File: src/rtl/prog_loader_if.sv
// Byte-stream handshake between a host link and the program loader.
// The host side owns data/valid; the loader side owns ready.
interface prog_loader_if;
  logic [7:0] in_data;
  logic       in_valid;
  logic       in_ready;

  modport master (
    output in_data,
    output in_valid,
    input  in_ready
  );

  modport slave (
    input  in_data,
    input  in_valid,
    output in_ready
  );
endinterface

File: src/rtl/prog_loader.sv
// Framed byte-stream loader: SYNC, START_ADDR, COUNT, data..., CSUM.
// Writes the data into CPU memory and holds the CPU in reset until a frame verifies.
module prog_loader #(
  parameter int          ADDR_W    = 5,
  parameter logic [7:0]  SYNC_BYTE = 8'hA5,
  parameter int          TIMEOUT   = 64
) (
  input  logic              clk,
  input  logic              reset,
  prog_loader_if.slave      in_if,
  output logic              mem_we,
  output logic [ADDR_W-1:0] mem_addr,
  output logic [7:0]        mem_wdata,
  output logic              cpu_reset,
  output logic              load_done,
  output logic              load_err
);

  localparam int IDLE_W = (TIMEOUT > 2) ? $clog2(TIMEOUT) : 1;
  localparam logic [IDLE_W-1:0] IDLE_ZERO = IDLE_W'(0);
  localparam logic [IDLE_W-1:0] IDLE_ONE  = IDLE_W'(1);
  localparam logic [IDLE_W-1:0] IDLE_LAST = IDLE_W'(TIMEOUT - 1);
  localparam logic [ADDR_W-1:0] PTR_ONE   = ADDR_W'(1);

  typedef enum logic [2:0] {
    S_SYNC  = 3'd0,
    S_ADDR  = 3'd1,
    S_COUNT = 3'd2,
    S_DATA  = 3'd3,
    S_CSUM  = 3'd4
  } state_t;

  // Running checksum is a plain modulo-256 byte sum.
  function automatic logic [7:0] csum_add(input logic [7:0] acc, input logic [7:0] b);
    return acc + b;
  endfunction

  state_t              state_q, state_d;
  logic [ADDR_W-1:0]   ptr_q, ptr_d;
  logic [7:0]          cnt_q, cnt_d;
  logic [7:0]          sum_q, sum_d;
  logic [IDLE_W-1:0]   idle_q, idle_d;
  logic                in_ready_q;
  logic                mem_we_q, mem_we_d;
  logic [ADDR_W-1:0]   mem_addr_q, mem_addr_d;
  logic [7:0]          mem_wdata_q, mem_wdata_d;
  logic                cpu_reset_q, cpu_reset_d;
  logic                load_done_q, load_done_d;
  logic                load_err_q, load_err_d;
  logic                accept_s;
  logic                timeout_s;

  assign accept_s  = in_if.in_valid && in_ready_q;
  assign timeout_s = (state_q != S_SYNC) && !accept_s && (idle_q == IDLE_LAST);

  // State, datapath and output registers; ready rises on the first edge out of reset.
  always_ff @(posedge clk or posedge reset) begin
    if (reset) begin
      state_q     <= S_SYNC;
      ptr_q       <= '0;
      cnt_q       <= 8'd0;
      sum_q       <= 8'd0;
      idle_q      <= IDLE_ZERO;
      in_ready_q  <= 1'b0;
      mem_we_q    <= 1'b0;
      mem_addr_q  <= '0;
      mem_wdata_q <= 8'd0;
      cpu_reset_q <= 1'b1;
      load_done_q <= 1'b0;
      load_err_q  <= 1'b0;
    end else begin
      state_q     <= state_d;
      ptr_q       <= ptr_d;
      cnt_q       <= cnt_d;
      sum_q       <= sum_d;
      idle_q      <= idle_d;
      in_ready_q  <= 1'b1;
      mem_we_q    <= mem_we_d;
      mem_addr_q  <= mem_addr_d;
      mem_wdata_q <= mem_wdata_d;
      cpu_reset_q <= cpu_reset_d;
      load_done_q <= load_done_d;
      load_err_q  <= load_err_d;
    end
  end

  // Frame parser: next state, write strobe, status flags and mid-frame idle watchdog.
  always_comb begin
    state_d     = state_q;
    ptr_d       = ptr_q;
    cnt_d       = cnt_q;
    sum_d       = sum_q;
    idle_d      = idle_q;
    mem_we_d    = 1'b0;
    mem_addr_d  = mem_addr_q;
    mem_wdata_d = mem_wdata_q;
    cpu_reset_d = cpu_reset_q;
    load_done_d = 1'b0;
    load_err_d  = load_err_q;

    if (state_q == S_SYNC || accept_s) begin
      idle_d = IDLE_ZERO;
    end else begin
      idle_d = idle_q + IDLE_ONE;
    end

    if (timeout_s) begin
      state_d     = S_SYNC;
      load_err_d  = 1'b1;
      cpu_reset_d = 1'b1;
      idle_d      = IDLE_ZERO;
    end else if (accept_s) begin
      case (state_q)
        S_SYNC: begin
          // Anything but the marker is line noise and simply dropped.
          if (in_if.in_data == SYNC_BYTE) begin
            state_d     = S_ADDR;
            cpu_reset_d = 1'b1;
            load_err_d  = 1'b0;
          end else begin
            state_d = S_SYNC;
          end
        end
        S_ADDR: begin
          ptr_d   = in_if.in_data[ADDR_W-1:0];
          sum_d   = in_if.in_data;
          state_d = S_COUNT;
        end
        S_COUNT: begin
          cnt_d = in_if.in_data;
          sum_d = csum_add(sum_q, in_if.in_data);
          if (in_if.in_data == 8'd0) begin
            state_d = S_CSUM;
          end else begin
            state_d = S_DATA;
          end
        end
        S_DATA: begin
          mem_we_d    = 1'b1;
          mem_addr_d  = ptr_q;
          mem_wdata_d = in_if.in_data;
          ptr_d       = ptr_q + PTR_ONE;
          cnt_d       = cnt_q - 8'd1;
          sum_d       = csum_add(sum_q, in_if.in_data);
          if (cnt_q == 8'd1) begin
            state_d = S_CSUM;
          end else begin
            state_d = S_DATA;
          end
        end
        S_CSUM: begin
          state_d = S_SYNC;
          if (in_if.in_data == sum_q) begin
            load_done_d = 1'b1;
            cpu_reset_d = 1'b0;
          end else begin
            load_err_d  = 1'b1;
            cpu_reset_d = 1'b1;
          end
        end
        default: begin
          state_d = S_SYNC;
        end
      endcase
    end else begin
      state_d = state_q;
    end
  end

  assign in_if.in_ready = in_ready_q;
  assign mem_we         = mem_we_q;
  assign mem_addr       = mem_addr_q;
  assign mem_wdata      = mem_wdata_q;
  assign cpu_reset      = cpu_reset_q;
  assign load_done      = load_done_q;
  assign load_err       = load_err_q;

endmodule

File: src/flat_wrapper.sv
// flat-port wrapper written by rule: the top's interface ports become plain ports
module prog_loader_flat 
#(
  parameter int          ADDR_W    = 5,
  parameter logic [7:0]  SYNC_BYTE = 8'hA5,
  parameter int          TIMEOUT   = 64
)
  (clk, reset, mem_we, mem_addr, mem_wdata, cpu_reset, load_done, load_err, in_if_in_data, in_if_in_valid, in_if_in_ready);
  prog_loader_if in_if_i ();
  input  logic clk;
  input  logic reset;
  output logic mem_we;
  output logic [ADDR_W-1:0] mem_addr;
  output logic [7:0] mem_wdata;
  output logic cpu_reset;
  output logic load_done;
  output logic load_err;
  input wire logic [$bits(in_if_i.in_data)-1:0] in_if_in_data;
  input wire logic [$bits(in_if_i.in_valid)-1:0] in_if_in_valid;
  output wire logic [$bits(in_if_i.in_ready)-1:0] in_if_in_ready;
  assign in_if_i.in_data = in_if_in_data;
  assign in_if_i.in_valid = in_if_in_valid;
  assign in_if_in_ready = in_if_i.in_ready;
  prog_loader #(.ADDR_W(ADDR_W), .SYNC_BYTE(SYNC_BYTE), .TIMEOUT(TIMEOUT)) u_core (.clk(clk), .reset(reset), .in_if(in_if_i), .mem_we(mem_we), .mem_addr(mem_addr), .mem_wdata(mem_wdata), .cpu_reset(cpu_reset), .load_done(load_done), .load_err(load_err));
endmodule
File: config.mk
export PLATFORM = sky130hd
export DESIGN_NAME = prog_loader_flat
export DESIGN_NICKNAME = d
export VERILOG_FILES = /design/src/rtl/prog_loader_if.sv /design/src/rtl/prog_loader.sv /design/src/flat_wrapper.sv
export SDC_FILE = /design/constraint.sdc
export NUM_CORES = 1
export LEC_CHECK = 0
export ABC_CLOCK_PERIOD_IN_PS = 4700
export CORE_MARGIN = 3
export CORE_UTILIZATION = 45
export DETAILED_ROUTE_END_ITERATION = 7
export DONT_BUFFER_PORTS = 1
export PLACE_DENSITY = 0.65
export SLEW_MARGIN = 20
export SYNTH_ARGS = -nofsm -noshare
export SYNTH_HDL_FRONTEND = slang
export SYNTH_SLANG_ARGS = --single-unit
File: constraint.sdc
create_clock -name clk -period 4.7 [get_ports clk]
set_input_delay 0.235 -clock clk [delete_from_list [all_inputs] [get_ports clk]]
set_output_delay 0.235 -clock clk [all_outputs]
set_load 0.05 [all_outputs]
==> impl_metrics.toml, run 1 <==
[outcome]
status = "finished with violations"
violations = "negative hold slack"

[synth]
synth_ff_type = "dfrtp_1"
synth.cell_area_sq_um = 2630
synth-seq-cells = 48
synth.yosys.seq_area_share_pct = 45.7
synth_cells = 274
synth_cell_types = 49
syn_area_per_cell_sq_um = 9.60
ys_warn_count = 0
synth_nets = 297
synth_edf_count = 0
ys_async_sr_fraction_pct = 100

[cells_and_area]
diodes = 0
drive_gt1_share_pct = 10.3
layout.nets = 295
layout_common_cells = "47 x dfrtp_1, 26 x nor2_1, 26 x nand2_1, 23 x o21ai_0, 20 x a21oi_1"
area_growth_pct = 5.85
final_common_cell = "dfrtp_1"

[timing]
rsz0062_at_grt = "no"
clock-skew-final_ns = 0.00888
setup_viol = 0
timing.setup.tns_ns = 0
hold_viol_final = 47
timing.hold.ws_ns = -0.0572
final.period_utilization_pct = 52.1
fmax_ghz = 0.409
relSlewSlack_pct = 44.6
finalCriticalPeriod_ns = 2.45
worst_pin_slew_ns = 0.829
maxSlewViolCount = 0

[setup_path]
cp-end-kind = "flip-flop"
criticalPathCategory = "reg -> reg"
cp.arrival_ns = 2.64
cp-start-kind = "flip-flop"
crit_fanout = 11
crit_required_ns = 4.90
reg2regPathDepth = 5

[detailed_routing]
wirelength_met1_um = 2640
drc = 0
wire_per_inst_um = 16.4
drtIter0Drc = 85
wl_um = 5670
num_vias = 1998
top_layer = "met4"
via_per_inst = 5.79
drt_pass1_iterations = 4
wl_met2_um = 2700
ant_nets = 0
route.met3.wl_um = 249

[pwr]
p_per_area_nw_per_um2 = 451
pwr-share-clk_pct = 21.1
peakVddDrop_uv = 249
power.switching_uw = 471
power.internal_uw = 786
p_leak_nw = 1.24
swShare_pct = 37.5
p_comb_share_pct = 30.4
pwr-share-seq_pct = 48.5

[clock_network]
worstSkewPairLatency_ns = 0.30
clk_pin_slew_ns = 0.10
clockBufferDepth = 2
cts_resized = 0
numCtsBuffers = 5
cts-hold-fix-buffers = 0
cts_tree = "yes"
cts.sinks = 48
cts-root-buf = "clkbuf_8"
htree_levels = 2
postCtsSetupBuffers = 0

[grt]
antenna_found_initial = 0
first_global_vias = 1882
grt_use_total_pct = 18.4
grt_max_degree = 49
grt_overflow = 0
grt_pass1_wl_um = 9520

[placement]
portBuffers = 0
gp_congestion = 0.856
post-dp-hpwl_um = 4050

[floorplanning]
pin_count = 29
coreArea_sq_um = 5570
die_h_um = 82.5
dieWidth_um = 82.5
initial_core_util_pct = 47.2
die_area_sq_um = 6800
row_count = 27

[min_path]
hold_path.class = "in -> async"

[flow_run]
max_cap_violations = 0
-- metrics by stage --
stage	worst slack (ns)	instance area (sq um)	total power, mW	cells	util (%)
after floorplan	2.63	2630	0.912	274	-
after detailed placement	2.23	2690	1.00	337	48.2
after global placement	2.30	2690	0.991	337	48.2
final	2.25	2790	1.26	345	50.0
after global routing	2.01	2790	1.36	345	50.0
after CTS	2.20	2780	1.27	345	49.9
-- cell families after synthesis --
logic type / share of synthesized area (%)
AND/OR/NAND/NOR: 19.7
AO/OA/AOI/OAI: 16.3
flip-flops: 45.7
multiplexers: 7.51
buffers and inverters: 2.71
adder cells (fa/ha/maj): 5.99
XOR/XNOR: 2.00
other: 0.143
-- cell usage after synthesis (5+ instances only) --
master     n  area share (%)
clkbuf_1   9             1.3
nor2b_1    6             1.4
inv_1      8             1.1
a21oi_1   20             3.8
ha_1      11             5.2
nor3_1     9             1.7
and3_1     5             1.2
nand3_1    8             1.5
o21ai_0   23             4.4
mux2_2    14             6.0
nand2_1   26             3.7
nor2_1    26             3.7
dfrtp_1   47              45
-- power by group through the flow --
stage	clock (mW)	sequential (mW)	combinational [mW]
2_1_floorplan	0	0.590	0.322
3_3_place_gp	0	0.615	0.376
3_5_place_dp	0	0.618	0.382
4_1_cts	0.272	0.610	0.385
5_1_grt	0.288	0.626	0.443
6_report	0.265	0.610	0.382
-- critical path: stages (launching register included) --
cell	delay [ns]
dfrtp_1	0.65
nand2_1	0.35
nor2_1	0.37
nand2_1	0.21
inv_1	0.38
mux2_2	0.38
-- flip-flops by register name, summed over array words and instances, names as in the netlist --
signal / count
u_core.load_done: 1
u_core.state_q: 3
u_core.in_if.in_ready: 1
u_core.cpu_reset: 1
u_core.load_err: 1
u_core.cnt_q: 8
u_core.ptr_q: 5
u_core.mem_we: 1
u_core.mem_wdata: 8
u_core.sum_q: 8
u_core.idle_q: 6
u_core.mem_addr: 5
-- path summary, 6_finish.rpt --
check                                                  end                       startpoint  slack [ns]
setup / recovery           u_core.mem_wdata[2]$_DFFE_PP0P_  u_core.in_if.in_ready$_DFF_PP0_        2.25
hold / removal                 u_core.cnt_q[3]$_DFFE_PP0P_                            reset       -0.06
setup reg to reg           u_core.mem_wdata[2]$_DFFE_PP0P_  u_core.in_if.in_ready$_DFF_PP0_        2.25
hold reg to reg                 u_core.idle_q[0]$_DFF_PP0_       u_core.idle_q[0]$_DFF_PP0_        0.47
max in group asynchronous       u_core.idle_q[0]$_DFF_PP0_                            reset        4.27
min in group clk               u_core.sum_q[3]$_DFFE_PP0P_                 in_if_in_data[3]        0.07
-- cell type report --
class,instances,area [sq um]
clock buffer,6,82.6
fill,542,2790
timing repair buffer,1,7.51
clock inverter,2,13.8
inverter,8,31.3
multi-input combinational,208,1360
tap,72,90.1
sequential,48,1200
-- layer usage --
layer | up-vias | track usage, %
met5 | - | 0
met4 | 0 | 4.98
met3 | 8 | 4.34
met2 | 36 | 28.4
met1 | 974 | 25.7
li1 | 980 | -
(Power assumes the default switching activity.)
==> run 2, diff against run 1 <==
ABC_CLOCK_PERIOD_IN_PS = 2200   (was 4700)
PLACE_DENSITY = 0.67   (was 0.65)
clock period = 2.2 ns   (was 4.7 ns; I/O delays follow)
==> run 2 against run 1 <==
The flow now finishes without violations. Register-to-register slack got worse by 2.1 ns. Power increased by 120%. Global-route usage grew 1.3 points. Hold slack better by 0.059 ns. Routed wire length increased by 4.3%. First-iteration DRC count is 92% higher. Clock power is 120% higher. Largest power group unchanged. Setup slack got worse by 2.1 ns. Via count up 4.3%.
==> impl_metrics.toml, run 2 (same netlist as run 1, synthesis figures left out) <==
[detailed_routing]
ant_nets = 0
wl_um = 5910
wire_per_inst_um = 16.3
via_per_inst = 5.75
num_vias = 2083
drtIter0Drc = 163
drc = 0
drt_pass1_iterations = 6

[clock_network]
cts.sinks = 48
numCtsBuffers = 5
postCtsSetupBuffers = 0
clockBufferDepth = 2
worstSkewPairLatency_ns = 0.31
cts-root-buf = "clkbuf_8"
cts_tree = "yes"
htree_levels = 2
cts_resized = 0
cts-hold-fix-buffers = 9
clk_pin_slew_ns = 0.10

[cells_and_area]
drive_gt1_share_pct = 12.4
diodes = 0
layout_common_cells = "47 x dfrtp_1, 26 x nor2_1, 26 x nand2_1, 23 x o21ai_0, 20 x a21oi_1"
design_area_sq_um = 2930
fin_util_pct = 52.6
final_common_cell = "dfrtp_1"
layout.nets = 312
fin_cells = 362
area_growth_pct = 11.5

[setup_path]
cpPeakStageDelay_ns = 0.40
crit_buf_inv = 0
crit_fanout = 3
reg2regPathDepth = 6
crit_end = "u_core.sum_q[7]$_DFFE_PP0P_"
cp-end-kind = "flip-flop"
crit_family = "compound AO/OA/AOI/OAI gates"
cp.depth = 6
slowest_stage = "dfrtp_1"
r2r_start = "u_core.sum_q[1]$_DFFE_PP0P_"
crit_chain = "ha_1 > a21o_1 > and4_1 > o32ai_2 > mux2_2 > a2bb2oi_1"
crit_required_ns = 2.39
crit_start = "u_core.sum_q[1]$_DFFE_PP0P_"
cp-start-kind = "flip-flop"
reg2reg_to = "u_core.sum_q[7]$_DFFE_PP0P_"
cp.arrival_ns = 2.23
criticalPathCategory = "reg -> reg"
r2r_setup_slack_ns = 0.16

[timing]
hold_viol_final = 0
timing.setup.tns_ns = 0
clock-skew-final_ns = 0.0128
final.period_utilization_pct = 92.7
setup_viol = 0
fmax_ghz = 0.490
finalCriticalPeriod_ns = 2.04
worst_pin_slew_ns = 0.513
relSlewSlack_pct = 65.7
rsz0062_at_grt = "no"
maxSlewViolCount = 0

[grt]
grt_pass1_wl_um = 10100
antenna_found_initial = 0
grt_overflow = 0
grt_use_total_pct = 19.7
first_global_vias = 2075
grt_max_degree = 28

[floorplanning]
die_h_um = 82.5
coreArea_sq_um = 5570
row_count = 27
die_area_sq_um = 6800
dieWidth_um = 82.5
pin_count = 29
initial_core_util_pct = 47.2

[placement]
gp_congestion = 0.819
place_area_sq_um = 2750
dp.cells = 345
portBuffers = 0
post-dp-hpwl_um = 4110

[pwr]
p_per_area_nw_per_um2 = 933
peakVddDrop_uv = 449
p_leak_nw = 1.32

[min_path]
hold_path.class = "in -> reg"

[outcome]
status = "completed"

[flow_run]
max_cap_violations = 0
[run 2: cell types whose count changed in the layout (fill, tap and decap cells not counted), sizes merged]
| cell | previous run | this run |
|---|---|---|
| buf | 1 | 9 |
| dlygate4sd3 | 0 | 9 |
| clkinv | 2 | 1 |
| inv | 8 | 9 |
[run 2: per-stage QoR]
stage	setup WS, ns	power (mW)	hold WS (ns)
final	0.160	2.74	0.00202
after global placement	0.226	2.12	0.0282
after detailed placement	0.187	2.15	0.0340
after global routing	0.00788	2.93	0.000554
after CTS	0.168	2.75	0.000824
after floorplan	0.135	1.95	0.258
[run 2: routing by layer]
| layer | track usage, % | wire (um) | vias to the layer above |
|---|---|---|---|
| met4 | 7.31 | 125 | 0 |
| met2 | 31.3 | 2780 | 48 |
| met1 | 26.3 | 2770 | 1001 |
| met5 | 0 | 0 | - |
| met3 | 4.23 | 233 | 13 |
| li1 | - | - | 1021 |
[run 2: how the worst min path moves through the flow]
stage	slack [ns]	from	endpoint	cells after the start
final	0.002	in_if_in_data[1]	u_core.mem_wdata[1]$_DFFE_PP0P_	2
after global placement	0.03	reset	u_core.mem_addr[4]$_DFFE_PP0P_	1
after global routing	0.0006	in_if_in_data[1]	u_core.cnt_q[1]$_DFFE_PP0P_	2
after floorplan	0.26	in_if_in_data[3]	u_core.sum_q[3]$_DFFE_PP0P_	2
after CTS	0.0008	in_if_in_data[2]	u_core.sum_q[2]$_DFFE_PP0P_	2
after detailed placement	0.03	reset	u_core.mem_addr[4]$_DFFE_PP0P_	1
[run 2: where the power goes]
part	switching [mW]	total, mW	internal (mW)
Clock	0.314	0.572	0.258
Sequential	0.230	1.29	1.06
Combinational	0.487	0.876	0.389
[run 2: layout make-up]
type / count / area (sq um)
Fill cell: 538 / 2640
Multi-Input combinational cell: 208 / 1360
Sequential cell: 48 / 1200
Timing Repair Buffer: 18 / 158
Tap cell: 72 / 90.1
Clock buffer: 6 / 82.6
Inverter: 8 / 30.0
Clock inverter: 2 / 13.8
